$ cat config.mk
export PLATFORM = sky130hd
export DESIGN_NAME = hazard_stall_ctrl
export DESIGN_NICKNAME = d
export VERILOG_FILES = /design/src/rtl/hazard_stall_ctrl.sv
export SDC_FILE = /design/constraint.sdc
export NUM_CORES = 1
export LEC_CHECK = 0
export ABC_AREA = 1
export CAP_MARGIN = 20
export CORE_MARGIN = 1
export CORE_UTILIZATION = 37
export CTS_CLUSTER_DIAMETER = 60
export DETAILED_ROUTE_END_ITERATION = 12
export GPL_ROUTABILITY_DRIVEN = 0
export PLACE_DENSITY = 0.86
export REMOVE_ABC_BUFFERS = 1
export SLEW_MARGIN = 20
export SYNTH_ARGS = -nofsm -noshare
export SYNTH_HDL_FRONTEND = slang
export SYNTH_SLANG_ARGS = --single-unit
$ cat constraint.sdc
create_clock -name clk -period 3.16 [get_ports clk]
set_clock_uncertainty 0.15 [all_clocks]
set_input_delay 0.316 -clock clk [delete_from_list [all_inputs] [get_ports clk]]
set_output_delay 0.316 -clock clk [all_outputs]
set_load 0.005 [all_outputs]
$ cat src/rtl/hazard_stall_ctrl.sv
// hazard_stall_ctrl
// Pipeline sequencer for the 5-stage RISC-V core, placed beside the forwarding unit.
//  - inserts a one-cycle bubble for load-use hazards that forwarding cannot cover
//  - squashes the wrong-path IF/ID and ID/EX contents on a taken branch or jump
//  - freezes the front of the pipe while the multi-cycle MUL/DIV unit in EX runs,
//    with a watchdog that releases the pipe and raises a sticky error flag
// Optional build macro: HZD_PERF_EN adds stall-cycle and branch-flush counters.
// Without it, the counter ports remain present and read as zero.
//
// State table
//   state     | meaning
//   ST_RUN    | normal flow; load-use / branch / MUL-DIV start decisions
//   ST_MDWAIT | MUL/DIV in flight; front frozen until done or watchdog expiry
//
// Control outputs are Mealy (combinational from state and inputs). While rst is
// high, the pipe is held open: all enables are 1 and all flushes and pulses are 0.

module hazard_stall_ctrl #(
    parameter int MD_MAX_CYC = 64,
    parameter int CNT_W      = 32
) (
    input  logic             clk,
    input  logic             rst,
    input  logic             IDEXmemReadIn,
    input  logic [4:0]       IDEXrdIn,
    input  logic             IDEXmdIn,
    input  logic [4:0]       IFIDrs1In,
    input  logic [4:0]       IFIDrs2In,
    input  logic             IFIDuse1In,
    input  logic             IFIDuse2In,
    input  logic             branchTakenIn,
    input  logic             mdDoneIn,
    output logic             pcWriteOut,
    output logic             IFIDwriteOut,
    output logic             IFIDflushOut,
    output logic             IDEXwriteOut,
    output logic             IDEXflushOut,
    output logic             EXMEMflushOut,
    output logic             mdStartOut,
    output logic             mdErrOut,
    output logic [CNT_W-1:0] stallCycOut,
    output logic [CNT_W-1:0] flushCntOut
);

    // The watchdog counter must be able to hold MD_MAX_CYC itself.
    localparam int WD_W = $clog2(MD_MAX_CYC + 1);

    typedef enum logic {
        ST_RUN    = 1'b0,
        ST_MDWAIT = 1'b1
    } state_t;

    state_t            state_q, state_d;
    logic              md_issued_q, md_issued_d;
    logic [WD_W-1:0]   wd_cnt_q, wd_cnt_d;
    logic              md_err_q, md_err_d;

    logic              load_use;
    logic              wd_expired;

    // Load in EX whose destination is read by the instruction in ID; x0 is never a hazard.
    always_comb begin
        load_use = IDEXmemReadIn && (IDEXrdIn != 5'd0) &&
                   ((IFIDuse1In && (IFIDrs1In == IDEXrdIn)) ||
                    (IFIDuse2In && (IFIDrs2In == IDEXrdIn)));
        wd_expired = (wd_cnt_q == WD_W'(MD_MAX_CYC));
    end

    // Next-state and Mealy control decode; rst overrides the outputs to "pipe open".
    always_comb begin
        pcWriteOut    = 1'b1;
        IFIDwriteOut  = 1'b1;
        IFIDflushOut  = 1'b0;
        IDEXwriteOut  = 1'b1;
        IDEXflushOut  = 1'b0;
        EXMEMflushOut = 1'b0;
        mdStartOut    = 1'b0;
        state_d       = state_q;
        md_issued_d   = md_issued_q;
        wd_cnt_d      = wd_cnt_q;
        md_err_d      = md_err_q;

        case (state_q)
            ST_RUN: begin
                if (branchTakenIn) begin
                    // Wrong-path squash; a coincident load-use is moot because
                    // the dependent instruction is being discarded.
                    IFIDflushOut = 1'b1;
                    IDEXflushOut = 1'b1;
                    md_issued_d  = 1'b0;
                end else if (IDEXmdIn && !md_issued_q) begin
                    mdStartOut    = 1'b1;
                    pcWriteOut    = 1'b0;
                    IFIDwriteOut  = 1'b0;
                    IDEXwriteOut  = 1'b0;
                    EXMEMflushOut = 1'b1;
                    md_issued_d   = 1'b1;
                    wd_cnt_d      = WD_W'(1);
                    state_d       = ST_MDWAIT;
                end else if (load_use) begin
                    // One bubble is enough: next cycle the load sits in MEM and
                    // its data can be forwarded.
                    pcWriteOut   = 1'b0;
                    IFIDwriteOut = 1'b0;
                    IDEXflushOut = 1'b1;
                    md_issued_d  = 1'b0;
                end else begin
                    md_issued_d = 1'b0;
                end
            end

            ST_MDWAIT: begin
                pcWriteOut    = 1'b0;
                IFIDwriteOut  = 1'b0;
                IDEXwriteOut  = 1'b0;
                EXMEMflushOut = 1'b1;
                wd_cnt_d      = wd_cnt_q + WD_W'(1);
                if (mdDoneIn || wd_expired) begin
                    // On expiry the pipe advances as if done; the result is undefined
                    // and the sticky error flag records it.
                    pcWriteOut    = 1'b1;
                    IFIDwriteOut  = 1'b1;
                    IDEXwriteOut  = 1'b1;
                    EXMEMflushOut = 1'b0;
                    state_d       = ST_RUN;
                    if (!mdDoneIn) begin
                        md_err_d = 1'b1;
                    end
                end
            end

            default: begin
                state_d = ST_RUN;
            end
        endcase

        if (rst) begin
            pcWriteOut    = 1'b1;
            IFIDwriteOut  = 1'b1;
            IFIDflushOut  = 1'b0;
            IDEXwriteOut  = 1'b1;
            IDEXflushOut  = 1'b0;
            EXMEMflushOut = 1'b0;
            mdStartOut    = 1'b0;
        end
    end

    // State, issued flag, watchdog and sticky error; reset abandons any op in flight.
    always_ff @(posedge clk or posedge rst) begin
        if (rst) begin
            state_q     <= ST_RUN;
            md_issued_q <= 1'b0;
            wd_cnt_q    <= '0;
            md_err_q    <= 1'b0;
        end else begin
            state_q     <= state_d;
            md_issued_q <= md_issued_d;
            wd_cnt_q    <= wd_cnt_d;
            md_err_q    <= md_err_d;
        end
    end

    assign mdErrOut = md_err_q;

`ifdef HZD_PERF_EN
    logic [CNT_W-1:0] stall_cyc_q;
    logic [CNT_W-1:0] flush_cnt_q;
    logic             branch_flush;

    assign branch_flush = (state_q == ST_RUN) && branchTakenIn && !rst;

    // Free-running performance counters; both wrap naturally at 2^CNT_W.
    always_ff @(posedge clk or posedge rst) begin
        if (rst) begin
            stall_cyc_q <= '0;
            flush_cnt_q <= '0;
        end else begin
            if (!pcWriteOut) begin
                stall_cyc_q <= stall_cyc_q + CNT_W'(1);
            end
            if (branch_flush) begin
                flush_cnt_q <= flush_cnt_q + CNT_W'(1);
            end
        end
    end

    assign stallCycOut = stall_cyc_q;
    assign flushCntOut = flush_cnt_q;
`else
    assign stallCycOut = '0;
    assign flushCntOut = '0;
`endif

endmodule

* Word-level counts from Yosys, hierarchy flattened
Index checks and enable logic that the tools add are counted.
Word-level totals: output and inout port bits 72, register bits 10
Cells by class: add/subtract/negate cells 1, equality and inequality tests 5, bitwise logic cells 2, reduce and logical (&&, ||, !) cells 11, muxes and demuxes 28
Operators by type and width (number):
- 2-to-1 mux 1 bit | 22
- 2-to-1 mux 7 bit | 2
- one-hot mux 7 bit (2 select lines) | 1
- == test 5 bit | 2
- adder 7 x 1 -> 7 bit, second input constant | 1
- == test 7 bit, second input constant | 1
- one-hot mux 1 bit (2 select lines) | 3
- logical AND 1 bit | 5
- nonzero test 5 bit | 1
- inequality test 2 bit, second input constant | 2
- AND reduction 3 bit | 1
- logical OR 1 bit | 2
- inverter 1 bit | 2
- AND reduction 2 bit | 1
- zero test 1 bit | 1

* Depth between registers and ports, before layout
Gate-level depths: netlist of run 1.
depth in word-level cells 9, mapped depth 11, gate-level depth less buffers 10

* Worst setup path before layout of run 1
Ideal clock, no wire load.
path kind reg-to-output, start point reg wd_cnt_q[0], end point out pcWriteOut, stages on the path, launching flop included 12, data arrival time 1.272 ns, data required time 2.694 ns, buffers on the path 1, setup slack 1.422 ns, path through dfrtp_1 > inv_1 > ha_1 > inv_1 > nor2_1 > nand3_2 > nand2_4 > o21ai_4 > nand2_4 > nand2_1 > inv_1 > buf_4
Between the ends: longest elaborated chain between the ends 5
RTL lines:
- start, declared | RTL line 55 | logic [WD_W-1:0] wd_cnt_q, wd_cnt_d;
- start signal, assigned | RTL line 158 | wd_cnt_q <= wd_cnt_d;
- == test 7 bit | RTL line 66 | wd_expired = (wd_cnt_q == WD_W'(MD_MAX_CYC));
- logical OR 1 bit | RTL line 118 | if (mdDoneIn || wd_expired) begin
- 2-to-1 mux 1 bit
- one-hot mux 1 bit (2 select lines)
- 2-to-1 mux 1 bit
- end, declared | RTL line 33 | output logic pcWriteOut,
Every way passes these cells.

* Final worst setup path of run 1
start point reg wd_cnt_q[0], end point out IFIDwriteOut
Between the ends: longest elaborated chain between the ends 5
RTL lines:
- == test 7 bit | RTL line 66
- logical OR 1 bit | RTL line 118
- 2-to-1 mux 1 bit | RTL line 118
- one-hot mux 1 bit (2 select lines) | RTL line 83 | case (state_q)
- 2-to-1 mux 1 bit | RTL line 137 | if (rst) begin
- end, declared | RTL line 34 | output logic IFIDwriteOut,
Every way passes these cells.

==> flow_summary.ini, run 1 <==
[power]
p_per_area_nw_per_um2 = 336
peakVddDrop_v = 0.000143
cellLeakagePower_uw = 0.000804

[yosys]
synth_cells = 191
synth_top_family_by_area = buffers and inverters
yosysSeqAreaShare_pct = 19.3
synth-xor-area-share_pct = 0.676
synth_compound_area_share_pct = 6.96
synthMuxAreaShare_pct = 0
yosys.area_share.simple_pct = 24.7
yosysWarningCount = 0
avgSynthCellArea_um2 = 6.78
netlist_area_um2 = 1290
yosys_register_bits = 10
ys_types = 23
yosys.area_share.adder_pct = 1.93

[sta]
tns_ns = 0
min_period_ns = 2.47
fin_ws_ns = 0.692
finalSetupViolCount = 0
min_period_over_period_pct = 78.1
finalHoldViolCount = 0
grt_setup_unrepaired = no
fmax_mhz = 405
slew_violations = 0

[grt]
grt_max_degree = 11
antenna_found_initial = 0
grt_overflow_total = 0
grt_use_total_pct = 10.8
first_global_vias = 770
grt_pass1_wl_um = 3040

[layout]
n_antenna_cell = 0
area_delta_synth_final_pct = 11.0
drive_above_1_share_pct = 10.8
n_fill_cell = 374
fin_nets = 249
regArea_um2 = 250
multi_input_area_um2 = 684

[floorplan]
core_um2 = 3340
ios = 95
start_util_pct = 38.8
dieArea_um2 = 3740
die_y_um = 61.2
die_w_um = 61.2
num_rows = 21

[clocking]
hold_buffers = 0
cts_tree = done
cts.path.max_buffers = 2
ctsResizeCount = 0
clock_sinks = 10
cts_setup_buffers = 0
cts_buffers = 3
clkTransAtPathRegs_ns = 0.07
insertion_delay_ns = 0.27
cts_root_buffer = clkbuf_4
htree_levels = 1

[drt]
wl_per_cell_um = 7.63
vias = 992
finalWirelength_um = 2050
antenna_left = 0
drt_first_pass_iters = 6
drt_iter0_markers = 40
viasPerCell = 3.69
remaining_drc_errors = 0

[placed_design]
dp_hpwl_um = 1750
pre_cts_ws_ns = 0.745
port_buffers = 30

[worst_setup_path]
critPathMaxStageDelay_ns = 0.50
critPathMaxFanout = 4
timing.rr.start = wd_cnt_q[0]
path_cells = inv_1 > ha_1 > inv_1 > nor2_1 > nand3_2 > nand2_4 > o21ai_4 > nand2_4 > nand2_1 > inv_1 > clkdlybuf4s50_1
worstSetupPathType = reg2out
crit_path_frequent_cell = inv_1
setup.worst_path.end_class = output pin
start_kind = flop
cp.required_ns = 2.69
arrival_ns = 2.00
slowest_stage = clkdlybuf4s50_1
cp-startpoint = wd_cnt_q[0]

[run_status]
outcome = completed

[worst_hold_path]
min_path_type = in2async

[flow_run]
maxCapViolCount = 0
[layout by cell type (no fill, tap or decap)]
cell	instances
conb_1	64
nand2_1	36
clkdlybuf4s50_1	30
inv_1	20
nor2_1	13
dfrtp_1	10
nand3_1	9
inv_2	7
a21oi_1	5
nor2_2	4
o21ai_0	3
clkbuf_4	3
nand3_2	2
nand2_4	2
o21ai_1	2
nand2_2	2
ha_1	2
o21bai_1	1
o21a_1	1
o21ai_4	1
nand4_1	1
a21oi_2	1
nor3_1	1
xor2_1	1
clkbuf_8	1
buf_4	1
[per-layer routing]
| layer | part of all wire (%) | GRT usage, % | wire (um) | vias up |
|---|---|---|---|---|
| li1 | - | - | - | 513 |
| met1 | 40 | 12.3 | 820 | 430 |
| met2 | 51 | 20.2 | 1050 | 47 |
| met3 | 7.7 | 1.68 | 159 | 2 |
| met4 | 0.93 | 3.90 | 19 | 0 |
| met5 | 0 | 0 | 0 | - |
[final timing paths]
path / slack, ns / cells after the start / to
setup / recovery: 0.69 / 11 / IFIDwriteOut
hold / removal: 0.24 / 2 / state_q
setup reg to reg: 1.77 / 8 / mdErrOut
hold reg to reg: 0.33 / 1 / wd_cnt_q[6]
max in group asynchronous: 2.20 / 3 / wd_cnt_q[1]
min in group clk: 0.33 / 1 / wd_cnt_q[6]
[state kept, by name, indices dropped and copies added, names as in the netlist]
name         flops
wd_cnt_q         7
mdErrOut         1
md_issued_q      1
state_q          1
[metrics by stage]
stage                     hold WS [ns]  cells  cell area (um^2)  power (uW)  utilization (%)
after floorplan                 0.0540    188              1040         293                -
after global placement           0.307    265              1400         362             42.0
after detailed placement         0.322    265              1400         369             42.0
after CTS                        0.241    269              1440         488             43.1
after global routing             0.264    269              1440         523             43.1
final                            0.238    269              1440         483             43.1
[critical path: cells and delay by family (launching register included)]
kind	cells	cell delay, ns
buf+inv	4	0.67
simple gates	5	0.43
flops	1	0.42
fa+ha+maj	1	0.14
compound gates	1	0.06
[cells in the mapped netlist, drive strengths merged]
master | number | share of area, %
o21ai | 6 | 3.2
xor2 | 1 | 0.68
inv | 27 | 7.8
nor3 | 1 | 0.39
buf | 66 | 38
nand4 | 1 | 0.48
nor2 | 17 | 5.7
nand2 | 40 | 13
o21a | 1 | 0.58
dfrtp | 10 | 19
a21oi | 6 | 2.6
nand3 | 11 | 5.0
conb | 1 | 0.29
o21bai | 1 | 0.58
ha | 2 | 1.9
[layout make-up]
type / instances / share of cell area (%)
tap: 46 / 4.00
sequential: 10 / 17.4
multi-input combinational: 151 / 47.6
timing repair buffer: 31 / 21.4
inverter: 27 / 7.05
clock buffer: 4 / 2.52
[report_power, final]
group          switching, uW  internal (uW)  total (uW)
clock                   45.9           70.0         116
sequential              32.7            154         187
combinational           96.8           83.7         181
total                    175            308         483
[cell families (layout without fill, tap and decap cells)]
| kind of cell | after synthesis | count (layout) |
|---|---|---|
| buf+inv | 93 | 62 |
| xor+xnor | 1 | 1 |
| simple gates | 70 | 70 |
| flops | 10 | 10 |
| compound gates | 14 | 14 |
| fa+ha+maj | 2 | 2 |
| other cells | 1 | 64 |
Power figures use the tool's default switching activity.
==> run 2: changes to the inputs <==
Settings changed: CORE_UTILIZATION 37 to 35, PLACE_DENSITY 0.86 to 0.82.
Clock period 3.16 ns to 2.5 ns, I/O delays scaled along.
==> run 2 against run 1 <==
Net effect: worst setup slack lost 0.53 ns; die area up 5.5%; combinational power grew 31%; routed wire length rose by 4.5%; worst hold slack improved by 0.081 ns; power rose by 41%; largest cell class unchanged; largest power group is now combinational cells.
==> flow_summary.ini, run 2 (synthesis results as in run 1) <==
[floorplan]
core_um2 = 3440
num_rows = 21
dieArea_um2 = 3950
die_w_um = 62.8
die_y_um = 62.8
start_util_pct = 37.6
ios = 95

[sta]
finalHoldViolCount = 0
fin_ws_ns = 0.159
fmax_mhz = 427
slew_violations = 0
grt_setup_unrepaired = no
min_period_ns = 2.34
tns_ns = 0
fin_hold_ws_ns = 0.319
min_period_over_period_pct = 93.7
finalSetupViolCount = 0

[grt]
grt_use_total_pct = 11.2
grt.met1_usage_pct = 12.9
grt_overflow_total = 0
grt_pass1_wl_um = 3540
first_global_vias = 830
antenna_found_initial = 0
busiest_layer = met2
grt_max_degree = 11
grt_use_met2_pct = 19.4
grt_use_met3_pct = 2.92

[drt]
viasPerCell = 3.76
wl_per_cell_um = 7.94
finalWirelength_um = 2140
drt_first_pass_iters = 4
drt_iter0_markers = 43
antenna_left = 0
vias = 1015
remaining_drc_errors = 0

[layout]
final_common_cell = conb_1
largest_reg_flops = 7
drive_above_1_share_pct = 11.2
n_antenna_cell = 0
n_fill_cell = 376
top_register = wd_cnt_q
fin_nets = 250
area_delta_synth_final_pct = 13.2
stdcell_count = 270
final_cell_mix = conb_1, nand2_1, clkdlybuf4s50_1

[placed_design]
dp.cells = 265
pre_cts_ws_ns = 0.217
port_buffers = 30
dp_hpwl_um = 1820

[worst_setup_path]
critPathMaxFanout = 3
start_kind = flop
setup.worst_path.end_class = output pin
arrival_ns = 1.94
worstSetupPathType = reg2out
cp.required_ns = 2.10

[run_status]
outcome = completed

[clocking]
cts_tree = done
hold_buffers = 0
cts_buffers = 3
clock_sinks = 10
clkTransAtPathRegs_ns = 0.05
cts.path.max_buffers = 2
htree_levels = 1
cts_root_buffer = clkbuf_8
insertion_delay_ns = 0.24

[power]
p_per_area_nw_per_um2 = 464
cellLeakagePower_uw = 0.000818
peakVddDrop_v = 0.000153

[worst_hold_path]
min_path_type = reg2reg

[flow_run]
maxCapViolCount = 0
run 2: cell count changes in the layout (fill, tap and decap cells not counted):
| cell | before | now |
|---|---|---|
| clkbuf_4 | 3 | 0 |
| dlymetal6s2s_1 | 0 | 1 |
| buf_4 | 1 | 2 |
| clkbuf_8 | 1 | 4 |
| clkdlybuf4s50_1 | 30 | 29 |
run 2: worst max-delay path, stage by stage, from the launching register on:
cell	delay (ns)
dfrtp_1	0.40
inv_1	0.08
ha_1	0.13
inv_1	0.03
nor2_1	0.10
nand3_2	0.11
nand2_4	0.09
a21oi_1	0.06
nand3_1	0.09
nand2_1	0.05
inv_1	0.06
clkdlybuf4s50_1	0.49
run 2: stage by stage:
| stage | area [um^2] | util, % | total power [uW] |
|---|---|---|---|
| 2_1_floorplan | 1040 | - | 370 |
| 3_3_place_gp | 1400 | 40.7 | 458 |
| 4_1_cts | 1460 | 42.3 | 674 |
| 3_5_place_dp | 1400 | 40.7 | 462 |
| 6_report | 1470 | 42.6 | 680 |
| 5_1_grt | 1470 | 42.6 | 738 |
run 2: what timing repair did:
item / 4_1_cts / 5_1_grt
buffers inserted: 0 / 1
resized for setup: 0 / 1
endpoints found under the setup margin: 0 / 2
run 2: routing by layer:
layer / wire (um) / vias to the layer above
li1: - / 513
met3: 174 / 5
met4: 27 / 0
met2: 1070 / 55
met1: 875 / 442
met5: 0 / -
run 2: path summary, 6_finish.rpt:
path                             startpoint     endpoint  slack [ns]  cells past startpoint
worst max register to register  wd_cnt_q[0]  wd_cnt_q[6]        1.06                      7
min in group asynchronous               rst  wd_cnt_q[5]        0.37                      3
worst max-delay path            wd_cnt_q[1]   pcWriteOut        0.16                     11
worst min-delay path               mdErrOut     mdErrOut        0.32                      1
worst min register to register     mdErrOut     mdErrOut        0.32                      1
max in group asynchronous               rst  wd_cnt_q[4]        1.69                      3
run 2: cell type report:
cell class	instances	area [um^2]	area share (%)
clock buffer	4	55.1	3.75
timing repair buffer	32	318	21.7
tap	46	57.6	3.92
multi-input combinational	151	684	46.7
sequential	10	250	17.1
inverter	27	101	6.91
run 2: report_power, final:
group	leakage (uW)	internal (uW)	switching, uW
clock network	0.0000288	139	69.6
registers	0.000127	196	39.2
logic	0.000662	113	123
